File: config.mk
export PLATFORM = sky130hd
export DESIGN_NAME = ontest_result_tx_flat
export DESIGN_NICKNAME = d
export VERILOG_FILES = /design/src/rtl/ontest_result_tx_if.sv /design/src/rtl/ontest_result_tx.sv /design/src/flat_wrapper.sv
export SDC_FILE = /design/constraint.sdc
export NUM_CORES = 1
export LEC_CHECK = 0
export CAP_MARGIN = 20
export CORE_MARGIN = 2
export CORE_UTILIZATION = 30
export CTS_CLUSTER_DIAMETER = 100
export DETAILED_ROUTE_END_ITERATION = 6
export GPL_TIMING_DRIVEN = 0
export MAX_ROUTING_LAYER = met4
export PLACE_DENSITY = 0.47
export SYNTH_ARGS = -nofsm -noshare
export SYNTH_HDL_FRONTEND = slang
export SYNTH_SLANG_ARGS = --single-unit
File: constraint.sdc
create_clock -name clk -period 14.26 [get_ports clk]
set_clock_uncertainty 0.1 [all_clocks]
set_input_delay 1.426 -clock clk [delete_from_list [all_inputs] [get_ports clk]]
set_output_delay 1.426 -clock clk [all_outputs]
set_load 0.01 [all_outputs]
File: src/rtl/ontest_result_tx_if.sv
// Operand/result pair stream from the unit under test into the result transmitter.
// No ready signal: the source is free-running and loss is reported by the transmitter.
interface ontest_result_tx_if;
   logic        valid;
   logic [31:0] op;
   logic [31:0] result;

   modport master (output valid, op, result);
   modport slave  (input  valid, op, result);
endinterface

File: src/rtl/ontest_result_tx.sv
// On-board test result transmitter: buffers {op, result} pairs in a FIFO and sends
// each one as a 9-byte 8N1 UART frame (0xA5, op MSB..LSB, result MSB..LSB).
module ontest_result_tx #(
   parameter int CLK_PER_BIT = 868,
   parameter int FIFO_AW     = 4
) (
   input  logic                 clk,
   input  logic                 reset,
   ontest_result_tx_if.slave    pair,
   output logic                 txd,
   output logic                 busy,
   output logic [15:0]          drop_cnt
);

   localparam int CNT_W = (CLK_PER_BIT > 1) ? $clog2(CLK_PER_BIT) : 1;
   localparam logic [CNT_W-1:0]   CNT_LAST  = CNT_W'(CLK_PER_BIT - 1);
   localparam logic [CNT_W-1:0]   CNT_ONE   = CNT_W'(1);
   localparam logic [FIFO_AW:0]   DEPTH_CNT = (FIFO_AW + 1)'(2 ** FIFO_AW);
   localparam logic [FIFO_AW:0]   COUNT_ONE = (FIFO_AW + 1)'(1);
   localparam logic [FIFO_AW-1:0] PTR_ONE   = FIFO_AW'(1);

   localparam logic [1:0] IDLE  = 2'd0;
   localparam logic [1:0] START = 2'd1;
   localparam logic [1:0] DATA  = 2'd2;
   localparam logic [1:0] STOP  = 2'd3;

   logic [63:0]        mem [2 ** FIFO_AW];
   logic [FIFO_AW-1:0] wr_ptr_reg;
   logic [FIFO_AW-1:0] rd_ptr_reg;
   logic [FIFO_AW:0]   count_reg;
   logic [FIFO_AW:0]   count_next;

   logic [1:0]         state_reg;
   logic [1:0]         state_next;
   logic [CNT_W-1:0]   cnt_reg;
   logic [2:0]         bit_idx_reg;
   logic [3:0]         byte_idx_reg;
   logic [7:0]         byte_reg;
   logic [63:0]        frame_reg;
   logic               txd_reg;
   logic               busy_reg;
   logic [15:0]        drop_cnt_reg;

   logic               bit_done;
   logic               pop;
   logic               push;
   logic               drop;
   logic [7:0]         frame_byte [8];

   assign bit_done = (cnt_reg == CNT_LAST);
   assign pop      = (state_reg == IDLE) && (count_reg != '0);
   // A full FIFO still accepts a write on the edge that frees a slot.
   assign push     = pair.valid && ((count_reg != DEPTH_CNT) || pop);
   assign drop     = pair.valid && !push;

   assign txd      = txd_reg;
   assign busy     = busy_reg;
   assign drop_cnt = drop_cnt_reg;

   // Payload bytes after the sync byte, most significant op byte first.
   for (genvar gi = 0; gi < 8; gi++) begin : g_frame_byte
      assign frame_byte[gi] = frame_reg[63 - 8 * gi -: 8];
   end

   always_comb begin
      count_next = count_reg;
      if (push && !pop) begin
         count_next = count_reg + COUNT_ONE;
      end else if (pop && !push) begin
         count_next = count_reg - COUNT_ONE;
      end
   end

   always_comb begin
      state_next = state_reg;
      case (state_reg)
         IDLE:    if (pop) state_next = START;
         START:   if (bit_done) state_next = DATA;
         DATA:    if (bit_done && (bit_idx_reg == 3'd7)) state_next = STOP;
         STOP:    if (bit_done) state_next = (byte_idx_reg < 4'd8) ? START : IDLE;
         default: state_next = IDLE;
      endcase
   end

   always_ff @(posedge clk) begin
      if (push && !reset) begin
         mem[wr_ptr_reg] <= {pair.op, pair.result};
      end
   end

   always_ff @(posedge clk) begin
      if (reset) begin
         wr_ptr_reg   <= '0;
         rd_ptr_reg   <= '0;
         count_reg    <= '0;
         state_reg    <= IDLE;
         cnt_reg      <= '0;
         bit_idx_reg  <= '0;
         byte_idx_reg <= '0;
         byte_reg     <= '0;
         frame_reg    <= '0;
         txd_reg      <= 1'b1;
         busy_reg     <= 1'b0;
         drop_cnt_reg <= '0;
      end else begin
         state_reg <= state_next;
         count_reg <= count_next;
         busy_reg  <= (state_next != IDLE) || (count_next != '0);
         if (push) wr_ptr_reg <= wr_ptr_reg + PTR_ONE;
         if (pop)  rd_ptr_reg <= rd_ptr_reg + PTR_ONE;
         if (drop && (drop_cnt_reg != 16'hFFFF)) begin
            drop_cnt_reg <= drop_cnt_reg + 16'd1;
         end

         // txd is registered, so each branch sets the level of the bit that starts next.
         case (state_reg)
            IDLE: begin
               if (pop) begin
                  frame_reg    <= mem[rd_ptr_reg];
                  byte_reg     <= 8'hA5;
                  byte_idx_reg <= '0;
                  cnt_reg      <= '0;
                  txd_reg      <= 1'b0;
               end
            end
            START: begin
               if (bit_done) begin
                  cnt_reg     <= '0;
                  bit_idx_reg <= '0;
                  txd_reg     <= byte_reg[0];
               end else begin
                  cnt_reg <= cnt_reg + CNT_ONE;
               end
            end
            DATA: begin
               if (bit_done) begin
                  cnt_reg <= '0;
                  if (bit_idx_reg == 3'd7) begin
                     txd_reg <= 1'b1;
                  end else begin
                     bit_idx_reg <= bit_idx_reg + 3'd1;
                     txd_reg     <= byte_reg[bit_idx_reg + 3'd1];
                  end
               end else begin
                  cnt_reg <= cnt_reg + CNT_ONE;
               end
            end
            STOP: begin
               if (bit_done) begin
                  cnt_reg <= '0;
                  if (byte_idx_reg < 4'd8) begin
                     byte_idx_reg <= byte_idx_reg + 4'd1;
                     byte_reg     <= frame_byte[byte_idx_reg[2:0]];
                     txd_reg      <= 1'b0;
                  end
               end else begin
                  cnt_reg <= cnt_reg + CNT_ONE;
               end
            end
            default: begin
               txd_reg <= 1'b1;
            end
         endcase
      end
   end

endmodule

File: src/flat_wrapper.sv
// flat-port wrapper written by rule: the top's interface ports become plain ports
module ontest_result_tx_flat 
#(
   parameter int CLK_PER_BIT = 868,
   parameter int FIFO_AW     = 4
)
  (clk, reset, txd, busy, drop_cnt, pair_valid, pair_op, pair_result);
  ontest_result_tx_if pair_i ();
  input  logic clk;
  input  logic reset;
  output logic txd;
  output logic busy;
  output logic [15:0] drop_cnt;
  input wire logic [$bits(pair_i.valid)-1:0] pair_valid;
  input wire logic [$bits(pair_i.op)-1:0] pair_op;
  input wire logic [$bits(pair_i.result)-1:0] pair_result;
  assign pair_i.valid = pair_valid;
  assign pair_i.op = pair_op;
  assign pair_i.result = pair_result;
  ontest_result_tx #(.CLK_PER_BIT(CLK_PER_BIT), .FIFO_AW(FIFO_AW)) u_core (.clk(clk), .reset(reset), .pair(pair_i), .txd(txd), .busy(busy), .drop_cnt(drop_cnt));
endmodule
Word-level counts from Yosys, hierarchy flattened:

Memory sizes are Yosys's and may differ from the RTL's. A register that Yosys moved wholly into a read port is not among the register bits.
Index checks and enable logic that the tools add are counted.

* memory bits (writable): 1024
* memories: 1
* output and inout port bits: 18
* latch bits: 0
* bits in read-only memories: 0
* register bits after elaboration: 58
* bits of input ports: 67

Memory list
* u_core.mem: words 16, bits a word 64, rd ports 1, clocked after memory_dff 1, wr ports 1, RTL line ontest_result_tx.sv:27 `logic [63:0] mem [2 ** FIFO_AW];`

* add/subtract/negate cells: 8
* bitwise gates (word level): 1
* reduce and logical (&&, ||, !) cells: 24
* muxes and demuxes: 37
* div/mod/pow operators: 0
* multipliers: 0
* order comparisons: 3
* shift operators: 0
* equality and inequality tests: 13

Operator list (count)
* $mux W8: 5
* $bmux W8 S3: 1
* $mux W10: 2
* $pmux W10 S2: 1
* $add A16 B1 Y16 const B: 1
* $ne A16 B16 Y1 const B: 1
* $pmux W8 S2: 1
* $add A4 B1 Y4 const B: 3
* $mux W4: 3
* $add A10 B1 Y10 const B: 1
* $eq A10 B10 Y1 const B: 1
* $mux W1: 10
* $mux W5: 2
* $ne A2 B1 Y1 const B: 5
* $reduce_bool A5 Y1: 2
* $mux W3: 3
* $logic_and A1 B1 Y1: 8
* $mux W2: 4
* $pmux W2 S4: 1
* $pmux W4 S2: 1
* $reduce_and A4 Y1: 2
* $pmux W3 S2: 1
* $reduce_bool A2 Y1: 3
* $add A5 B1 Y5 const B: 1
* other kinds (19): 23

Depth between registers and ports, before layout:

* word-level depth: 10
* gate-level depth with buffers: 9
* mapped depth without buffers: 7

Worst setup path before layout:

No wires, ideal clock.

* kind: input to register
* from: input pair_valid
* to: memory u_core.mem[15][0] (enable)
* path slack: 8564 ps
* setup time: 486 ps
* arrival: 5109 ps
* stages: 5
* cells stage by stage: clkbuf_1 -> inv_1 -> a21oi_1 -> nand2_1 -> nor2_1

* longest elaborated chain between the ends: 4

RTL lines
* from (decl): RTL line flat_wrapper.sv:14 `input wire logic [$bits(pair_i.valid)-1:0] pair_valid;`
* $logic_and A1 B1 Y1: RTL line ontest_result_tx.sv:53 `assign push = pair.valid && ((count_reg != DEPTH_CNT) || pop);`
* $logic_and A1 B1 Y1: RTL line ontest_result_tx.sv:86 `if (push && !reset) begin`
* $mux W1: RTL line ontest_result_tx.sv:86
* $mux W1 (not written as such): RTL line ontest_result_tx.sv:87 `mem[wr_ptr_reg] <= {pair.op, pair.result};`
* to (decl): RTL line ontest_result_tx.sv:27

No other way between the ends.

Worst setup path in the final report:

* from: input pair_valid
* to: memory u_core.mem[13][59] (enable)

Same word-level chain as after synthesis.

==> summary.md <==
| Metric | Value |
|---|---|
| Status | finished, final reports clean |
| RSZ-0062 raised after global routing | false |
| Yosys cell types | 55 |
| Leak | 15.7 nW |
| Hold Path Class | reg -> reg |
| Fin nets | 2449 |
| Vias in the first global route | 23200 |
| TNS Setup | 0 ps |
| Hold Vio Cnt, Final | 0 |
| Row Count | 140 |
| Worst-path clk slew | 60 ps |
| Total vias in the final route | 22000 |
| Switching Power | 2.22 mW |
| Hpwl dp | 76000 um |
| Clock sinks | 1146 |
| Final setup vio count | 0 |
| Synthesis-stage register bit count | 1146 |
| Post-CTS setup buffers | 0 |
| Share of cells above drive strength 1 | 25.6% |
| Cells after Synth | 2107 |
| Seq pwr share | 46.0% |
| CP arrival | 4820 ps |
| Hold_sp | u_core.frame_byte[49] |
| Num CTS Buffers | 120 |
| Drt initial violations | 2122 |
| DRC | 0 |
| Critical path class | in -> reg |
| Pwr Density | 160 nW/um^2 |
| Max Transition Viols Final | 0 |
| Worst-Skew Late Latency | 700 ps |
| Die height | 387 um |
| Post-CTS Hold Buffers | 0 |
| YS warnings | 0 |
| Critical path launch point type | input pin |
| Sw Share | 26.6% |
| First-pass GRT wire length | 167000 um |
| P_int | 6.15 mW |
| Worst-Margin Slew | 1150 ps |
| Worst setup EP type | register |
| Total global routing overflow | 0 |
| Achievable Freq | 222 MHz |
| CP endpoint | u_core.mem[13][59] |
| Routed wire per std cell | 26.4 um |
| FILL cells | 13400 |
| Reg2reg end | u_core.mem[13][59] |
| Final Instance Area | 52300 um^2 |
| Largest net degree at the start of global routing | 21 |
| Max-Cap Viols | 0 |
| DP Area | 48500 um^2 |
| Gate power share | 18.2% |
| Syn nets | 2191 |
| Routed WL | 116000 um |
| Reg2reg start | u_core.count_reg[1] |
| Starting Density | 30.2% |
| Drt pass-1 iters | 7 |
| Clock power frac | 35.8% |
| Die width | 387 um |
| CTS tree | built |
| Ys async rst share | 0% |
| IO Port Bufs | 83 |
| CP Launch Point | pair_valid |
| Most common flop cell mapped by yosys | edfxtp_1 |
| Final min period | 4510 ps |
| Num ports | 85 |
| Peak supply drop | 0.106 mV |
| Mapped Area | 44100 um^2 |
| EDFF count, synth | 1024 |
| GRT Overall Usage | 15.9% |
| Antenna violations before repair | 8 |
| Syn-to-layout area delta | 18.6% |
| Core outline area | 146000 um^2 |
| Reg2Reg Setup Slack | 10340 ps |
| Clock Path Buffers | 3 |
| RD Place Congestion | 0.796 |
| Post-route clock period utilization | 31.7% |
| Root buf cell | clkbuf_16 |
| Slew HR | 23.6% |
| Crit Path Max Fanout | 18 |
| Seq/Total Area, Yosys | 75.3% |
| Post-CTS Resized | 0 |
| Largest register FFs | 1024 |
| FF-to-FF path depth | 8 |
| Post-route ant nets | 0 |
| CP Data Required Time | 14560 ps |
| H-tree Lvls | 3 |
| Vias per cell | 5.01 |
| Die area | 150000 um^2 |
| Post-Syn Area per Cell | 20.9 um^2 |
[synth_stat cells, types with 12 or more instances]
master	number	area (um^2)
ha_1	17	213
xor2_1	13	114
o21ai_0	25	125
mux4_2	338	7610
nand4_1	14	87.6
nor2_1	54	203
buf_2	37	185
clkbuf_1	70	263
inv_1	16	60.1
or3_1	12	75.1
a21oi_1	99	495
nand2_1	159	597
dfxtp_1	122	2440
edfxtp_1	1024	30700
[cells by family (layout without fill, tap and decap cells)]
| logic type | count (synthesis) | count (layout) | synth area share [%] |
|---|---|---|---|
| XOR/XNOR | 18 | 18 | 0.358 |
| buffers and inverters | 129 | 491 | 1.24 |
| AO/OA/AOI/OAI | 157 | 157 | 2.06 |
| AND/OR/NAND/NOR | 290 | 290 | 2.96 |
| multiplexers | 350 | 350 | 17.6 |
| other | 0 | 6 | 0 |
| adder cells (fa/ha/maj) | 17 | 17 | 0.483 |
| flip-flops | 1146 | 1146 | 75.3 |
[cell type report]
class | instances | area [um^2] | area share [%]
clock inverter | 72 | 613 | 1.17
clock buffer | 154 | 3190 | 6.11
antenna | 6 | 15.0 | 0.0287
multi-input combinational | 832 | 10400 | 20.0
inverter | 16 | 60.1 | 0.115
timing repair buffer | 136 | 1880 | 3.59
buffer | 113 | 487 | 0.931
sequential | 1146 | 33200 | 63.5
tap | 1917 | 2400 | 4.59
[worst min-delay path by stage]
stage | to | slack (ps) | cells after the start
after floorplan | u_core.frame_byte[10] | 330 | 2
after detailed placement | u_core.frame_byte[26] | 350 | 2
after CTS | u_core.frame_byte[49] | 360 | 2
after global routing | u_core.frame_byte[49] | 380 | 2
final | u_core.frame_byte[49] | 360 | 2
after global placement | u_core.frame_byte[42] | 350 | 2
[placed cells by master (no fill, tap or decap), drive strengths merged, types with 2 or more instances in the layout]
cell type,instances
a211oi,5
a21oi,99
a221oi,2
a31oi,4
and3,5
and4,2
buf,96
bufinv,8
clkbuf,224
clkdlybuf4s50,83
clkinv,52
clkinvlp,8
dfxtp,122
diode,6
edfxtp,1024
ha,17
inv,20
mux2,6
mux2i,6
mux4,338
nand2,159
nand2b,3
nand3,11
nand3b,2
nand4,14
nand4b,2
nor2,54
nor2b,6
nor3,6
nor4,3
o21ai,25
o31ai,8
or3,13
or4,5
xnor2,5
xor2,13
[per-stage QoR]
step           setup slack [ps]  util [%]  instances  power, mW  hold WS (ps)
2_1_floorplan              8560         -       2107       4.90           333
3_3_place_gp               3400      32.4       4107       5.44           354
3_5_place_dp               9060      33.2       4160       5.47           353
4_1_cts                    9830      35.9       4386       8.48           364
5_1_grt                    9570      35.9       4391       8.71           377
6_report                   9750      35.9       4392       8.37           361
[power by group through the flow]
| stage | logic, mW | registers [mW] | clock network, mW |
|---|---|---|---|
| 5_1_grt | 1.65 | 3.86 | 3.20 |
| 3_5_place_dp | 1.55 | 3.92 | 0 |
| 6_report | 1.52 | 3.85 | 3.00 |
| 3_3_place_gp | 1.52 | 3.92 | 0 |
| 4_1_cts | 1.56 | 3.85 | 3.08 |
| 2_1_floorplan | 1.02 | 3.88 | 0 |
[critical path, cell delays in order]
cell	delay, ps
clkdlybuf4s50_1	490
clkbuf_1	310
inv_1	180
a21oi_1	590
nand2_1	430
nor2_4	840
buf_12	300
buf_12	210
[routing by layer]
layer	vias to the layer above	GRT usage (%)	share of wire, %
li1	9273	-	-
met1	11900	21.4	45
met2	615	25.7	49
met3	182	2.46	4.8
met4	0	3.35	2.0
met5	-	-	0
Note: power is estimated with default switching activity, not from simulation.
